File: config.mk
export PLATFORM = sky130hd
export DESIGN_NAME = onehot_capture
export DESIGN_NICKNAME = d
export VERILOG_FILES = /design/src/rtl/onehot_capture.sv
export SDC_FILE = /design/constraint.sdc
export NUM_CORES = 1
export LEC_CHECK = 0
export ABC_AREA = 1
export BUFFER_PORTS_ARGS = -buffer_cell sky130_fd_sc_hd__buf_2
export CAP_MARGIN = 20
export CORE_UTILIZATION = 62
export CTS_CLUSTER_SIZE = 25
export DETAILED_ROUTE_END_ITERATION = 7
export PLACE_DENSITY_LB_ADDON = 0.05
export REMOVE_ABC_BUFFERS = 1
export SLEW_MARGIN = 10
export SYNTH_ARGS = -nofsm -noshare
export SYNTH_HDL_FRONTEND = slang
export SYNTH_SLANG_ARGS = --single-unit
File: constraint.sdc
create_clock -name clk -period 8 [get_ports clk]
set_input_delay 0.8 -clock clk [delete_from_list [all_inputs] [get_ports clk]]
set_output_delay 0.8 -clock clk [all_outputs]
set_load 0.05 [all_outputs]
File: src/rtl/onehot_capture.sv
// Button capture front end: synchronizes and debounces 8 request lines, then hands a
// single one-hot request to the encoder with a valid/ack handshake, once per press.
module onehot_capture #(
    parameter int DEBOUNCE_CYCLES = 4
) (
    input  logic       clk,
    input  logic       reset,
    input  logic [7:0] btn_in,
    input  logic       ack,
    output logic [7:0] onehot_out,
    output logic       valid,
    output logic       multi_err
);

    localparam logic [7:0] CNT_MAX = 8'(DEBOUNCE_CYCLES - 1);

    typedef enum logic [1:0] {
        IDLE,
        HOLD,
        RELEASE
    } state_t;

    logic [7:0] meta_q;
    logic [7:0] sync_q;
    logic [7:0] prev_q;
    logic [7:0] cnt_q, cnt_d;
    logic [7:0] stable_q, stable_d;
    state_t     state_q, state_d;
    logic [7:0] onehot_q, onehot_d;
    logic       valid_q, valid_d;
    logic       multi_q, multi_d;
    logic [3:0] stable_ones;

    function automatic logic [3:0] popcount8(input logic [7:0] v);
        logic [3:0] n;
        n = '0;
        for (int i = 0; i < 8; i++) begin
            n = n + {3'b000, v[i]};
        end
        return n;
    endfunction

    // A vector is accepted only after it has sat unchanged at the synchronizer output
    // long enough for the counter to saturate.
    always_comb begin
        cnt_d    = cnt_q;
        stable_d = stable_q;
        if (sync_q != prev_q) begin
            cnt_d = '0;
        end else if (cnt_q != CNT_MAX) begin
            cnt_d = cnt_q + 8'd1;
        end
        if ((sync_q == prev_q) && (cnt_q == CNT_MAX)) begin
            stable_d = sync_q;
        end
    end

    assign stable_ones = popcount8(stable_q);

    always_comb begin
        state_d  = state_q;
        onehot_d = onehot_q;
        valid_d  = valid_q;
        multi_d  = 1'b0;
        unique case (state_q)
            IDLE: begin
                if (stable_ones == 4'd1) begin
                    onehot_d = stable_q;
                    valid_d  = 1'b1;
                    state_d  = HOLD;
                end else if (stable_ones >= 4'd2) begin
                    multi_d = 1'b1;
                    state_d = RELEASE;
                end
            end
            HOLD: begin
                if (ack) begin
                    onehot_d = '0;
                    valid_d  = 1'b0;
                    state_d  = RELEASE;
                end
            end
            RELEASE: begin
                // Wait for all lines released so a long press yields one capture only.
                if (stable_q == '0) begin
                    state_d = IDLE;
                end
            end
            default: begin
                state_d = IDLE;
            end
        endcase
    end

    always_ff @(posedge clk) begin
        if (reset) begin
            meta_q   <= '0;
            sync_q   <= '0;
            prev_q   <= '0;
            cnt_q    <= '0;
            stable_q <= '0;
            state_q  <= IDLE;
            onehot_q <= '0;
            valid_q  <= 1'b0;
            multi_q  <= 1'b0;
        end else begin
            meta_q   <= btn_in;
            sync_q   <= meta_q;
            prev_q   <= sync_q;
            cnt_q    <= cnt_d;
            stable_q <= stable_d;
            state_q  <= state_d;
            onehot_q <= onehot_d;
            valid_q  <= valid_d;
            multi_q  <= multi_d;
        end
    end

    assign onehot_out = onehot_q;
    assign valid      = valid_q;
    assign multi_err  = multi_q;

endmodule
==> impl_metrics.env <==
export IMPL_critPathCaptureType="flip-flop"
export IMPL_met3_usage_pct=4.23
export IMPL_critPathMaxStageDelay_ns=0.55
export IMPL_synth_xor_area_share_pct=1.94
export IMPL_setup_viol=0
export IMPL_path_buf_inv=4
export IMPL_critPathKind="flip-flop to flip-flop"
export IMPL_synth_top_family_by_area="simple AND/OR/NAND/NOR gates"
export IMPL_synth_cells=303
export IMPL_seq_area_um2=1040
export IMPL_rsz0062_at_grt="false"
export IMPL_cts_hold_fix_buffers=0
export IMPL_stdcell_area_um2=2450
export IMPL_ioPinCount=21
export IMPL_drt_total_wl_mm=3.55
export IMPL_gp_congestion=0.749
export IMPL_r2r_slack_ns=4.27
export IMPL_min_from="meta_q[6]"
export IMPL_synth_top_area_share_pct=46.2
export IMPL_ant_nets=0
export IMPL_r2r_end="onehot_out[2]"
export IMPL_clk_pin_slew_worst_paths_ns=0.14
export IMPL_clock_latency_ns=0.37
export IMPL_path_delay_family="adder cells"
export IMPL_yosys_top_cells_area="dfxtp_1 (46%), nand2_1 (10%), inv_1 (8.5%), nor2_1 (8.5%), nand3_1 (5.6%)"
export IMPL_ys_ff_latch=52
export IMPL_cts_buffers=5
export IMPL_hold_path_depth=2
export IMPL_multi_input_area_um2=948
export IMPL_initialDrtViolationCount=101
export IMPL_synth_simple_area_share_pct=28.4
export IMPL_cp_data_required_time_ns=8.30
export IMPL_dieWidth_um=62.3
export IMPL_grt_ovfl_total=0
export IMPL_timing_final_crit_share_pct=46.6
export IMPL_avgRoutedWirePerCell_um=9.63
export IMPL_ir_drop_mv=0.158
export IMPL_timing_fmax_ghz=0.268
export IMPL_drive_gt1_share_pct=13.9
export IMPL_hold_viol_final=0
export IMPL_synth_compound_area_share_pct=5.39
export IMPL_postCtsSetupBuffers=0
export IMPL_swShare_pct=23.0
export IMPL_r2r_start="stable_q[0]"
export IMPL_cp_slowest_cell="fa_1"
export IMPL_antenna_found_initial=0
export IMPL_hold_class="flip-flop to flip-flop"
export IMPL_path_cells="inv_1 -> fa_1 -> fa_1 -> fa_1 -> inv_1 -> ha_1 -> inv_1 -> fa_1 -> nand2_1 -> nand2_1 -> nor2_2 -> nand3_1 -> inv_2 -> nand2_1 -> a21oi_1"
export IMPL_grt_pass1_wl_mm=6.64
export IMPL_intPower_mw=0.351
export IMPL_setup_tns_ns=0
export IMPL_ctsResizeCount=0
export IMPL_cts_sinks=52
export IMPL_yosysTopAreaCell="dfxtp_1"
export IMPL_grt_total_usage_pct=21.4
export IMPL_power_density_nw_per_um2=186
export IMPL_start_util_pct=66.0
export IMPL_top_usage_layer="met2"
export IMPL_nets=342
export IMPL_cts_tree="yes"
export IMPL_netlist_area_um2=2250
export IMPL_yosysWarnings=0
export IMPL_syn_to_final_growth_pct=8.94
export IMPL_vias=1737
export IMPL_root_buffer="clkbuf_4"
export IMPL_dp_cells=361
export IMPL_yosys_cell_types_count=25
export IMPL_use_met1_pct=25.7
export IMPL_p_leak_nw=1.13
export IMPL_rows=21
export IMPL_firstDrtPassIters=4
export IMPL_critPathMostFrequentCell="fa_1"
export IMPL_synthAdderAreaFrac_pct=6.33
export IMPL_fillCellCount=305
export IMPL_dp_hpwl_mm=2.54
export IMPL_cp_start_kind="flip-flop"
export IMPL_ys_seq_area_share_pct=46.2
export IMPL_drv_cap=0
export IMPL_instances_no_fill=369
export IMPL_grt_max_degree=35
export IMPL_drc=0
export IMPL_fin_skew_ns=0.0118
export IMPL_cts_max_level=2
export IMPL_arrival_ns=4.03
export IMPL_cts_max_path_buffers=2
export IMPL_syn_area_per_cell_um2=7.44
export IMPL_total_switching_power_mw=0.105
export IMPL_vias_per_cell=4.71
export IMPL_grt_pass1_vias=1675
export IMPL_numPortBuffers=20
export IMPL_slew_headroom_pct=61.9
export IMPL_power_share_clock_pct=34.4
export IMPL_status="finished, final reports clean"
export IMPL_die_y_um=62.3
export IMPL_min_period_ns=3.73
export IMPL_path_max_fanout=11
export IMPL_slew_viol_final=0
export IMPL_grt_use_met2_pct=37.0
export IMPL_pwr_share_comb_pct=6.6
export IMPL_pwr_share_seq_pct=59.0
export IMPL_r2r_cells=15
export IMPL_die_area_um2=3880
export IMPL_synth_mux_area_share_pct=0
export IMPL_holdPathEnd="sync_q[6]"
export IMPL_place_area_um2=2360
export IMPL_fin_hold_ws_ns=0.413
export IMPL_n_antenna_cell=0
export IMPL_core_area_um2=3420
export IMPL_worstMarginPinSlew_ns=0.571
cells in the final DEF (no fill, tap or decap):
cell | Yosys | final
nand3_1 | 25 | 25
clkinv_4 | 0 | 1
nor2_8 | 1 | 1
dfxtp_1 | 52 | 52
a21oi_2 | 1 | 1
bufinv_16 | 0 | 1
fa_1 | 4 | 4
nor2_1 | 51 | 51
a21oi_1 | 21 | 21
nand2_1 | 60 | 60
nor2_2 | 2 | 2
inv_1 | 51 | 51
ha_1 | 5 | 5
xor2_1 | 5 | 5
inv_2 | 7 | 7
nand3b_1 | 1 | 1
nand2_2 | 2 | 2
o21a_1 | 1 | 1
nand4_1 | 2 | 2
clkbuf_8 | 0 | 1
nor2_4 | 1 | 1
buf_2 | 1 | 20
nand3_2 | 1 | 1
or2_2 | 2 | 2
clkbuf_4 | 0 | 5
state kept, by name (all words and copies together), names as in the netlist:
register	count
prev_q	8
valid	1
state_q	2
cnt_q	8
multi_err	1
stable_q	8
onehot_out	8
sync_q	8
meta_q	8
logic make-up (layout without fill, tap and decap cells):
| group | after synthesis | count (layout) |
|---|---|---|
| simple gates | 148 | 148 |
| xor+xnor | 5 | 5 |
| fa+ha+maj | 9 | 9 |
| buf+inv | 66 | 86 |
| compound gates | 23 | 23 |
| flops | 52 | 52 |
layout make-up:
type / instances / area share (%)
Clock buffer: 6 / 2.09
Clock inverter: 2 / 1.58
Inverter: 58 / 8.87
Multi-Input combinational cell: 185 / 38.6
Sequential cell: 52 / 42.4
Tap cell: 46 / 2.34
Timing Repair Buffer: 20 / 4.08
worst max-delay path by stage:
stage                         end  slack, ns  cells past startpoint        start
floorplan           onehot_out[0]       4.64                     15  stable_q[0]
global placement    onehot_out[0]       4.45                     15  stable_q[0]
detailed placement  onehot_out[2]       4.31                     15  stable_q[0]
CTS                 onehot_out[2]       4.27                     15  stable_q[0]
global route        onehot_out[2]       3.99                     15  stable_q[0]
finish              onehot_out[2]       4.27                     15  stable_q[0]
power groups by stage:
| stage | Clock, mW | Combinational [mW] | Sequential [mW] |
|---|---|---|---|
| after floorplan | 0 | 0.0218 | 0.274 |
| after global placement | 0 | 0.0298 | 0.274 |
| after detailed placement | 0 | 0.0306 | 0.275 |
| after CTS | 0.160 | 0.0306 | 0.269 |
| after global routing | 0.171 | 0.0353 | 0.270 |
| final | 0.157 | 0.0302 | 0.269 |
metrics by stage:
| stage | util (%) | setup slack, ns | power (mW) |
|---|---|---|---|
| 3_3_place_gp | 69.2 | 4.45 | 0.304 |
| 3_5_place_dp | 69.2 | 4.31 | 0.305 |
| 6_report | 71.9 | 4.27 | 0.456 |
| 5_1_grt | 71.9 | 3.99 | 0.476 |
| 2_1_floorplan | - | 4.64 | 0.296 |
| 4_1_cts | 71.9 | 4.27 | 0.460 |
worst min-delay path: cells and delay by family (launching register included):
| kind | cells | cell delay (ns) |
|---|---|---|
| buffers and inverters | 1 | 0.04 |
| flip-flops | 1 | 0.32 |
| AND/OR/NAND/NOR | 1 | 0.03 |
synthesized netlist by cell type:
cell type  instances
buf_1              1
nor2_1            51
or2_2              2
dfxtp_1           52
nor2_2             2
inv_2              7
buf_8              1
nand3b_1           1
xor2_1             5
a21oi_2            1
nor2_4             1
nand4_1            2
a21oi_1           21
buf_2              1
buf_4              1
nand3_2            1
nand2_2            2
inv_1             51
o21a_1             1
nand3_1           25
nor2_8             1
fa_1               4
ha_1               5
clkbuf_1           4
nand2_1           60
per-layer routing:
| metal | wire length, um | vias up | share of wire, % |
|---|---|---|---|
| li1 | - | 944 | - |
| met1 | 1720 | 750 | 48 |
| met2 | 1630 | 36 | 46 |
| met3 | 130 | 7 | 3.7 |
| met4 | 73 | 0 | 2.1 |
| met5 | 0 | - | 0 |
(Power assumes the default switching activity.)
